`config.mk`:
```
export PLATFORM = sky130hd
export DESIGN_NAME = frame_dump_ctrl
export DESIGN_NICKNAME = d
export VERILOG_FILES = /design/src/rtl/frame_dump_pkg.sv /design/src/rtl/tx_pacer.sv /design/src/rtl/frame_dump_ctrl.sv
export SDC_FILE = /design/constraint.sdc
export NUM_CORES = 1
export LEC_CHECK = 0
export ABC_AREA = 1
export CAP_MARGIN = 20
export CORE_ASPECT_RATIO = 1.1
export CORE_UTILIZATION = 58
export CTS_CLUSTER_DIAMETER = 120
export DETAILED_ROUTE_END_ITERATION = 10
export PLACE_DENSITY = 0.89
export SLEW_MARGIN = 25
export SYNTH_ARGS = -nofsm -noshare
export SYNTH_HDL_FRONTEND = slang
export SYNTH_SLANG_ARGS = --single-unit
```
`constraint.sdc`:
```
create_clock -name clk -period 4.2 [get_ports clk]
set_clock_uncertainty 0.15 [all_clocks]
set_input_delay 0.84 -clock clk [delete_from_list [all_inputs] [get_ports clk]]
set_output_delay 0.84 -clock clk [all_outputs]
set_load 0.05 [all_outputs]
```
`src/rtl/frame_dump_pkg.sv`:
```
// Shared types and default sizing for the frame dump controller.
package frame_dump_pkg;

  // Controller FSM encoding; exported as the 3-bit debug state output.
  typedef enum logic [2:0] {
    ST_IDLE     = 3'd0,
    ST_SKIP     = 3'd1,
    ST_WAIT_SOF = 3'd2,
    ST_CAPTURE  = 3'd3,
    ST_RD_ADDR  = 3'd4,
    ST_RD_DATA  = 3'd5,
    ST_SEND     = 3'd6,
    ST_DONE     = 3'd7
  } state_t;

  // 640x480 sensor, two settle frames, roughly one UART character of holdoff.
  localparam int unsigned DEF_FRAME_PIXELS = 307200;
  localparam int unsigned DEF_ADDR_W       = 20;
  localparam int unsigned DEF_SKIP_FRAMES  = 2;
  localparam int unsigned DEF_HOLDOFF      = 8191;

endpackage

```
`src/rtl/tx_pacer.sv`:
```
// UART pacing: counts idle cycles (tx_busy low, no write) and grants a send
// permit once HOLDOFF such cycles have elapsed and the UART is still idle.
module tx_pacer
  import frame_dump_pkg::*;
#(
  parameter int unsigned HOLDOFF = DEF_HOLDOFF
) (
  input  logic clk,
  input  logic resetn,
  input  logic tx_busy,
  input  logic tx_we,
  output logic permit
);

  localparam int unsigned CW = (HOLDOFF > 0) ? $clog2(HOLDOFF + 1) : 1;
  localparam logic [CW-1:0] LIMIT = CW'(HOLDOFF);

  logic [CW-1:0] holdoff_cnt;

  // Idle counter: restarts on any UART activity, saturates at the limit.
  always_ff @(posedge clk or negedge resetn) begin
    if (!resetn) begin
      holdoff_cnt <= '0;
    end else if (tx_busy || tx_we) begin
      holdoff_cnt <= '0;
    end else if (holdoff_cnt != LIMIT) begin
      holdoff_cnt <= holdoff_cnt + CW'(1);
    end
  end

  assign permit = (holdoff_cnt == LIMIT) && !tx_busy;

endmodule

```
`src/rtl/frame_dump_ctrl.sv`:
```
// Frame dump controller: after arm, discards settle frames, captures one CSI
// frame into a byte buffer, then replays the buffer byte by byte to a UART.
//
// UART handshake: tx_we is a one-cycle write strobe carrying tx_data; it is
// only raised when tx_busy is low and the pacer has seen HOLDOFF idle cycles.
// tx_busy from the UART is the back-pressure; there is no other ready signal.
module frame_dump_ctrl
  import frame_dump_pkg::*;
#(
  parameter int unsigned FRAME_PIXELS = DEF_FRAME_PIXELS,
  parameter int unsigned ADDR_W       = DEF_ADDR_W,
  parameter int unsigned SKIP_FRAMES  = DEF_SKIP_FRAMES,
  parameter int unsigned HOLDOFF      = DEF_HOLDOFF
) (
  input  logic              clk,
  input  logic              resetn,
  input  logic              arm,
  input  logic              frame_start,
  input  logic              frame_end,
  input  logic              pix_valid,
  input  logic [7:0]        pix_data,
  output logic              buf_we,
  output logic [ADDR_W-1:0] buf_waddr,
  output logic [7:0]        buf_wdata,
  output logic [ADDR_W-1:0] buf_raddr,
  input  logic [7:0]        buf_rdata,
  output logic              tx_we,
  output logic [7:0]        tx_data,
  input  logic              tx_busy,
  output logic              busy,
  output logic              done,
  output logic              overflow,
  output logic [2:0]        state
);

  localparam int unsigned SKW = (SKIP_FRAMES > 0) ? $clog2(SKIP_FRAMES + 1) : 1;
  localparam logic [ADDR_W-1:0] FP_LIMIT = ADDR_W'(FRAME_PIXELS);

  state_t state_q, state_d;

  logic [SKW-1:0]    skip_cnt;
  logic [ADDR_W-1:0] wcount;
  logic [ADDR_W-1:0] raddr;

  // Datapath strobes decoded by the FSM.
  logic start, dec_skip, clr_wcount, wr_pix, set_ovf, clr_raddr, latch_tx, fire;
  logic permit;

  tx_pacer #(
    .HOLDOFF(HOLDOFF)
  ) u_pacer (
    .clk    (clk),
    .resetn (resetn),
    .tx_busy(tx_busy),
    .tx_we  (tx_we),
    .permit (permit)
  );

  // FSM state register.
  always_ff @(posedge clk or negedge resetn) begin
    if (!resetn) begin
      state_q <= ST_IDLE;
    end else begin
      state_q <= state_d;
    end
  end

  // Next-state and datapath strobe decode.
  always_comb begin
    state_d    = state_q;
    start      = 1'b0;
    dec_skip   = 1'b0;
    clr_wcount = 1'b0;
    wr_pix     = 1'b0;
    set_ovf    = 1'b0;
    clr_raddr  = 1'b0;
    latch_tx   = 1'b0;
    fire       = 1'b0;
    case (state_q)
      ST_IDLE: begin
        if (arm) begin
          start = 1'b1;
          if (SKIP_FRAMES == 0) state_d = ST_WAIT_SOF;
          else                  state_d = ST_SKIP;
        end
      end
      ST_SKIP: begin
        if (frame_end) begin
          dec_skip = 1'b1;
          if (skip_cnt == SKW'(1)) state_d = ST_WAIT_SOF;
        end
      end
      ST_WAIT_SOF: begin
        if (frame_start) begin
          clr_wcount = 1'b1;
          state_d    = ST_CAPTURE;
        end
      end
      ST_CAPTURE: begin
        // A pixel coinciding with frame_end is still captured.
        if (pix_valid) begin
          if (wcount < FP_LIMIT) wr_pix  = 1'b1;
          else                   set_ovf = 1'b1;
        end
        if (frame_end) begin
          clr_raddr = 1'b1;
          state_d   = ST_RD_ADDR;
        end
      end
      ST_RD_ADDR: begin
        if (raddr == wcount) state_d = ST_DONE;
        else                 state_d = ST_RD_DATA;
      end
      ST_RD_DATA: begin
        latch_tx = 1'b1;
        state_d  = ST_SEND;
      end
      ST_SEND: begin
        if (permit) begin
          fire    = 1'b1;
          state_d = ST_RD_ADDR;
        end
      end
      ST_DONE: begin
        state_d = ST_IDLE;
      end
      default: state_d = ST_IDLE;
    endcase
  end

  // Counters, buffer write port and UART byte register.
  always_ff @(posedge clk or negedge resetn) begin
    if (!resetn) begin
      skip_cnt  <= '0;
      wcount    <= '0;
      raddr     <= '0;
      buf_we    <= 1'b0;
      buf_waddr <= '0;
      buf_wdata <= '0;
      tx_we     <= 1'b0;
      tx_data   <= '0;
      overflow  <= 1'b0;
    end else begin
      buf_we <= 1'b0;
      tx_we  <= 1'b0;
      if (start) begin
        skip_cnt <= SKW'(SKIP_FRAMES);
        overflow <= 1'b0;
      end
      if (dec_skip)   skip_cnt <= skip_cnt - SKW'(1);
      if (clr_wcount) wcount   <= '0;
      if (wr_pix) begin
        buf_we    <= 1'b1;
        buf_waddr <= wcount;
        buf_wdata <= pix_data;
        wcount    <= wcount + ADDR_W'(1);
      end
      if (set_ovf)   overflow <= 1'b1;
      if (clr_raddr) raddr    <= '0;
      if (latch_tx)  tx_data  <= buf_rdata;
      if (fire) begin
        tx_we <= 1'b1;
        raddr <= raddr + ADDR_W'(1);
      end
    end
  end

  assign buf_raddr = raddr;
  assign busy      = (state_q != ST_IDLE);
  assign done      = (state_q == ST_DONE);
  assign state     = state_q;

endmodule

```
-- After elaboration in Yosys (flattened, before gate mapping)
Cells that the tools add are included.
- bits in registers: 97
- add/subtract/negate cells: 4
- equal/unequal tests: 17
- order comparisons: 1
- reductions and logical operators: 11
- mux-type cells: 36
- operator list (cell ; number):
    2-to-1 mux 20 bit ; 4
    adder 20 x 1 -> 20 bit (second input constant) ; 2
    2-to-1 mux 13 bit ; 2
    case mux 3 bit (8 select lines) ; 1
    equality test 20 bit ; 1
    < comparator 20 x 19 -> 1 bit (second input constant) ; 1
    2-to-1 mux 1 bit ; 20
    2-to-1 mux 3 bit ; 6
    adder 13 x 1 -> 13 bit (second input constant) ; 1
    equality test 13 bit (second input constant) ; 1
    != test 13 bit (second input constant) ; 1
    equality test 3 bit (second input constant) ; 4
    != test 2 bit (second input constant) ; 6
    nonzero test 2 bit ; 5
    equality test 3 x 2 -> 1 bit (second input constant) ; 2
    2-to-1 mux 2 bit ; 3
    AND reduction 6 bit ; 1
    equality test 3 x 1 -> 1 bit (second input constant) ; 1
    zero test 3 bit ; 1
    nonzero test 3 bit ; 1
    equality test 2 x 1 -> 1 bit (second input constant) ; 1
    subtractor 2 x 1 -> 2 bit (second input constant) ; 1
    logical AND 1 bit ; 1
    zero test 1 bit ; 1
    logical OR 1 bit ; 1

-- Logic depth before layout (Yosys ltp)
- word-level depth: 5
- mapped depth: 11
- mapped depth without buffers: 10

-- Hierarchy
From an unflattened synthesis, not the netlist that was laid out.
- cell total of the unflattened synthesis: 676
- area total of the unflattened synthesis: 5139.9 µm²
- by module, submodules not included (module ; cells each ; instances ; area an instance (µm²) ; sequential area each (µm²)):
    frame_dump_ctrl ; 572 ; 1 ; 4327.9 ; 2102.0
    tx_pacer ; 104 ; 1 ; 812.0 ; 325.3

-- Least setup slack after synthesis
No wires, ideal clock.
- kind: reg2out
- start: register state_q[1] (netlist: state[1])
- end: output port done
- setup slack: 1618 ps
- stages on the path, launching flop included: 4
- arrival: 1592 ps
- path buffers: 1
- path through: dfrtp_1 > buf_2 > nand2_1 > nor2_1
- cells in the longest elaborated chain, start to end: 1
- RTL lines (item ; RTL line ; text):
    start: declaration ; frame_dump_ctrl.sv:39 ; state_t state_q, state_d;
    start signal: assignment ; frame_dump_ctrl.sv:64 ; state_q <= state_d;
    equality test 3 bit ; frame_dump_ctrl.sv:170 ; assign done = (state_q == ST_DONE);
    end: declaration ; frame_dump_ctrl.sv:31 ; output logic done,
Every way passes these cells.

-- Final worst setup path
- start: register state_q[2] (netlist: state[2])
- end: output port busy
- cells in the longest elaborated chain, start to end: 1
- RTL lines (item ; RTL line ; text):
    nonzero test 3 bit ; frame_dump_ctrl.sv:169 ; assign busy = (state_q != ST_IDLE);
    end: declaration ; frame_dump_ctrl.sv:30 ; output logic busy,
Every way passes these cells.

==> out/qor.txt <==
GPL Wtd Cong: 0.925
Crit start category: flop
Placed Instance Area: 6230 µm²
Core area: 8870 µm²
Final instance area: 6450 µm²
Unrepaired setup endpoints after global routing: no
Drt wl/cell: 14.9 µm
Crit path kind: reg2out
GRT Total Usage: 30.5%
Top cell type by total area after synthesis: dfrtp_1
Clk slew on worst S/H paths: 0.09 ns
Post-CTS sizing: 0
CTS tree: yes
Ant. Diodes: 0
Max stage delay on crit path: 0.82 ns
CTS Buf Count: 9
Via count: 5119
Maxcap violations: 0
Grt ovf: 0
Final setup fails: 0
CTS Sinks: 97
Tightest Pin Transition: 1.03 ns
I/O Buffers: 86
Main synth FF type: dfrtp_1
Status: finished, final reports clean
# DRC: 0
Setup crit end kind: primary output
Clock root cell: clkbuf_8
Post-synth top area share: 45.6%
Die area: 9570 µm²
NumNets Final: 816
Die Y: 102 µm
Asr flop ratio synth: 100%
CP max FO: 6
Max Root-Sink Buffers: 2
Initial Util: 60.0%
Synthesis-to-finish area growth: 21.2%
Share of cells above drive strength 1: 8.69%
Crit path time final: 2.97 ns
Most frequent cells after synthesis: nand2_1 (279), dfrtp_1 (97), inv_1 (59)
Post-synth EDFFs: 0
Vias per cell: 5.64
Antenna Nets Post-Route: 0
Top-count cell post-synth: nand2_1
Die width: 93.4 µm
Post-Layout Cell Count: 908
Post-synthesis register bit count: 97
PD cells: 496 nW/µm²
Top post-synthesis cells by area: dfrtp_1 (46%), nand2_1 (20%), nand3_1 (5.4%)
Min Hold Slack: 0.248 ns
Slowest cell on crit path: clkdlybuf4s50_1
DRT Pass-1 Iters: 5
Slew Viols, Final: 0
Leak: 2.98 nW
Final WL: 13600 µm
Worst R2R Path Depth: 9
Syn Inst Count: 705
Unique cell type count in the Yosys netlist: 38
Placed cell count: 892
Crit path DAT: 1.98 ns
Drt initial violations: 454
Fin. Hold Viols: 0
Synthesis Warnings: 0
Hold_buf cts: 0
Initial antenna violation count: 0
Area of the multi-input gates: 2530 µm²
Site Rows: 36
Register area share after synthesis: 45.6%
Clock Latency Late Sink: 0.38 ns
First-pass GRT wire length: 22500 µm
Sequential standard cell area: 2430 µm²
Fmax: 0.337 GHz
Setup TNS: 0 ns
Kind of path behind the tightest hold check: in2async
Largest net degree at the start of global routing: 54
Synth Net Count: 732
R2r endpoint: buf_raddr[18]$_DFFE_PN0P_
Htree depth: 3
Slew headroom: 31.2%
Maximum VDD drop: 0.455 mV
Critical Path RT: 3.21 ns
CP cell instances: inv_1 > nand2_1 > clkdlybuf4s50_1
Post-CTS setup repair buffer count: 0
Vias in the first global route: 4907
Reg2Reg Setup Slack: 1.73 ns
Post-DP HPWL: 9820 µm
Avg Inst Size Synth: 7.55 µm²
Ports: 87
Number of fillers in the final layout: 676
Tcrit/Tclk final: 70.7%
Synth Cell Area: 5320 µm²
Crit Reg-Reg Startpoint: u_pacer.holdoff_cnt[0]$_DFFE_PN0P_
-- area by class of cell --
class	instances	area share [%]
Multi-Input combinational cell	527	39.2
Sequential cell	97	37.6
Timing Repair Buffer	88	13.5
Inverter	66	3.92
Clock buffer	11	2.35
Tap cell	114	2.21
Clock inverter	5	1.20
-- cell usage in the layout, fill, tap and decap left out --
| cell | count |
|---|---|
| dfrtp_1 | 97 |
| a31o_2 | 1 |
| nor2_2 | 5 |
| clkinv_4 | 1 |
| o21a_1 | 1 |
| nand4_1 | 9 |
| buf_4 | 3 |
| nand3_4 | 2 |
| o211ai_1 | 1 |
| o21ai_1 | 4 |
| clkinv_2 | 2 |
| nor3b_1 | 1 |
| nand2_1 | 279 |
| o21ai_2 | 10 |
| nor2_4 | 1 |
| nand3b_1 | 3 |
| o22ai_2 | 1 |
| nand2_4 | 2 |
| ha_1 | 4 |
| xor2_1 | 13 |
| clkdlybuf4s50_1 | 85 |
| nor2_1 | 50 |
| a31oi_1 | 1 |
| inv_2 | 6 |
| nor3_1 | 10 |
| nand4_2 | 1 |
| nand3_1 | 57 |
| nand3_2 | 11 |
| a21oi_1 | 12 |
| o21ai_0 | 38 |
| bufinv_16 | 2 |
| inv_1 | 59 |
| xnor2_1 | 1 |
| nor3_2 | 3 |
| nor3_4 | 1 |
| or2_2 | 5 |
| clkbuf_8 | 11 |
| clkinvlp_4 | 1 |
-- through the flow --
stage	total power [mW]	utilization (%)	setup slack, ns
after floorplan	2.11	-	1.62
after global placement	2.47	70.2	1.40
after global routing	3.37	72.7	1.13
final	3.20	72.7	1.23
after CTS	3.20	72.7	1.23
after detailed placement	2.51	70.2	1.29
-- routing by layer --
metal,vias to the layer above,global-route usage [%],share of wire (%)
met2,268,51.1,49
li1,2418,-,-
met3,55,6.99,8.6
met5,-,0,0
met4,0,15.5,3.7
met1,2378,37.1,39
-- registers in the layout, summed over array words and instances, names as in the netlist --
signal / flops
buf_raddr: 20
buf_waddr: 20
buf_wdata: 8
buf_we: 1
overflow: 1
skip_cnt: 2
state: 3
tx_data: 8
tx_we: 1
u_pacer.holdoff_cnt: 13
wcount: 20
-- how the worst max path moves through the flow --
stage | cells after the start | end | start
after floorplan | 3 | done | state[1]$_DFFE_PN0P_
after global placement | 7 | wcount[14]$_DFFE_PN0P_ | pix_valid
after detailed placement | 7 | wcount[14]$_DFFE_PN0P_ | pix_valid
after CTS | 3 | busy | state[2]$_DFFE_PN0P_
after global routing | 3 | busy | state[2]$_DFFE_PN0P_
final | 3 | busy | state[2]$_DFFE_PN0P_
-- critical path: cells and delay by family, from the launching register on --
kind / cells / cell delay [ns]
buffers and inverters: 2 / 0.97
DFF: 1 / 0.47
and+or+nand+nor: 1 / 0.16
-- cell families after synthesis --
family / synth area share, %
AND/OR/NAND/NOR: 36.8
flip-flops: 45.6
AO/OA/AOI/OAI: 7.52
buffers and inverters: 6.89
XOR/XNOR: 2.30
adder cells (fa/ha/maj): 0.940
-- where the power goes --
part           internal (mW)  switching (mW)
registers               1.10           0.147
clock network          0.366           0.332
logic                  0.395           0.865
total                   1.86            1.34
Power figures use the tool's default switching activity.
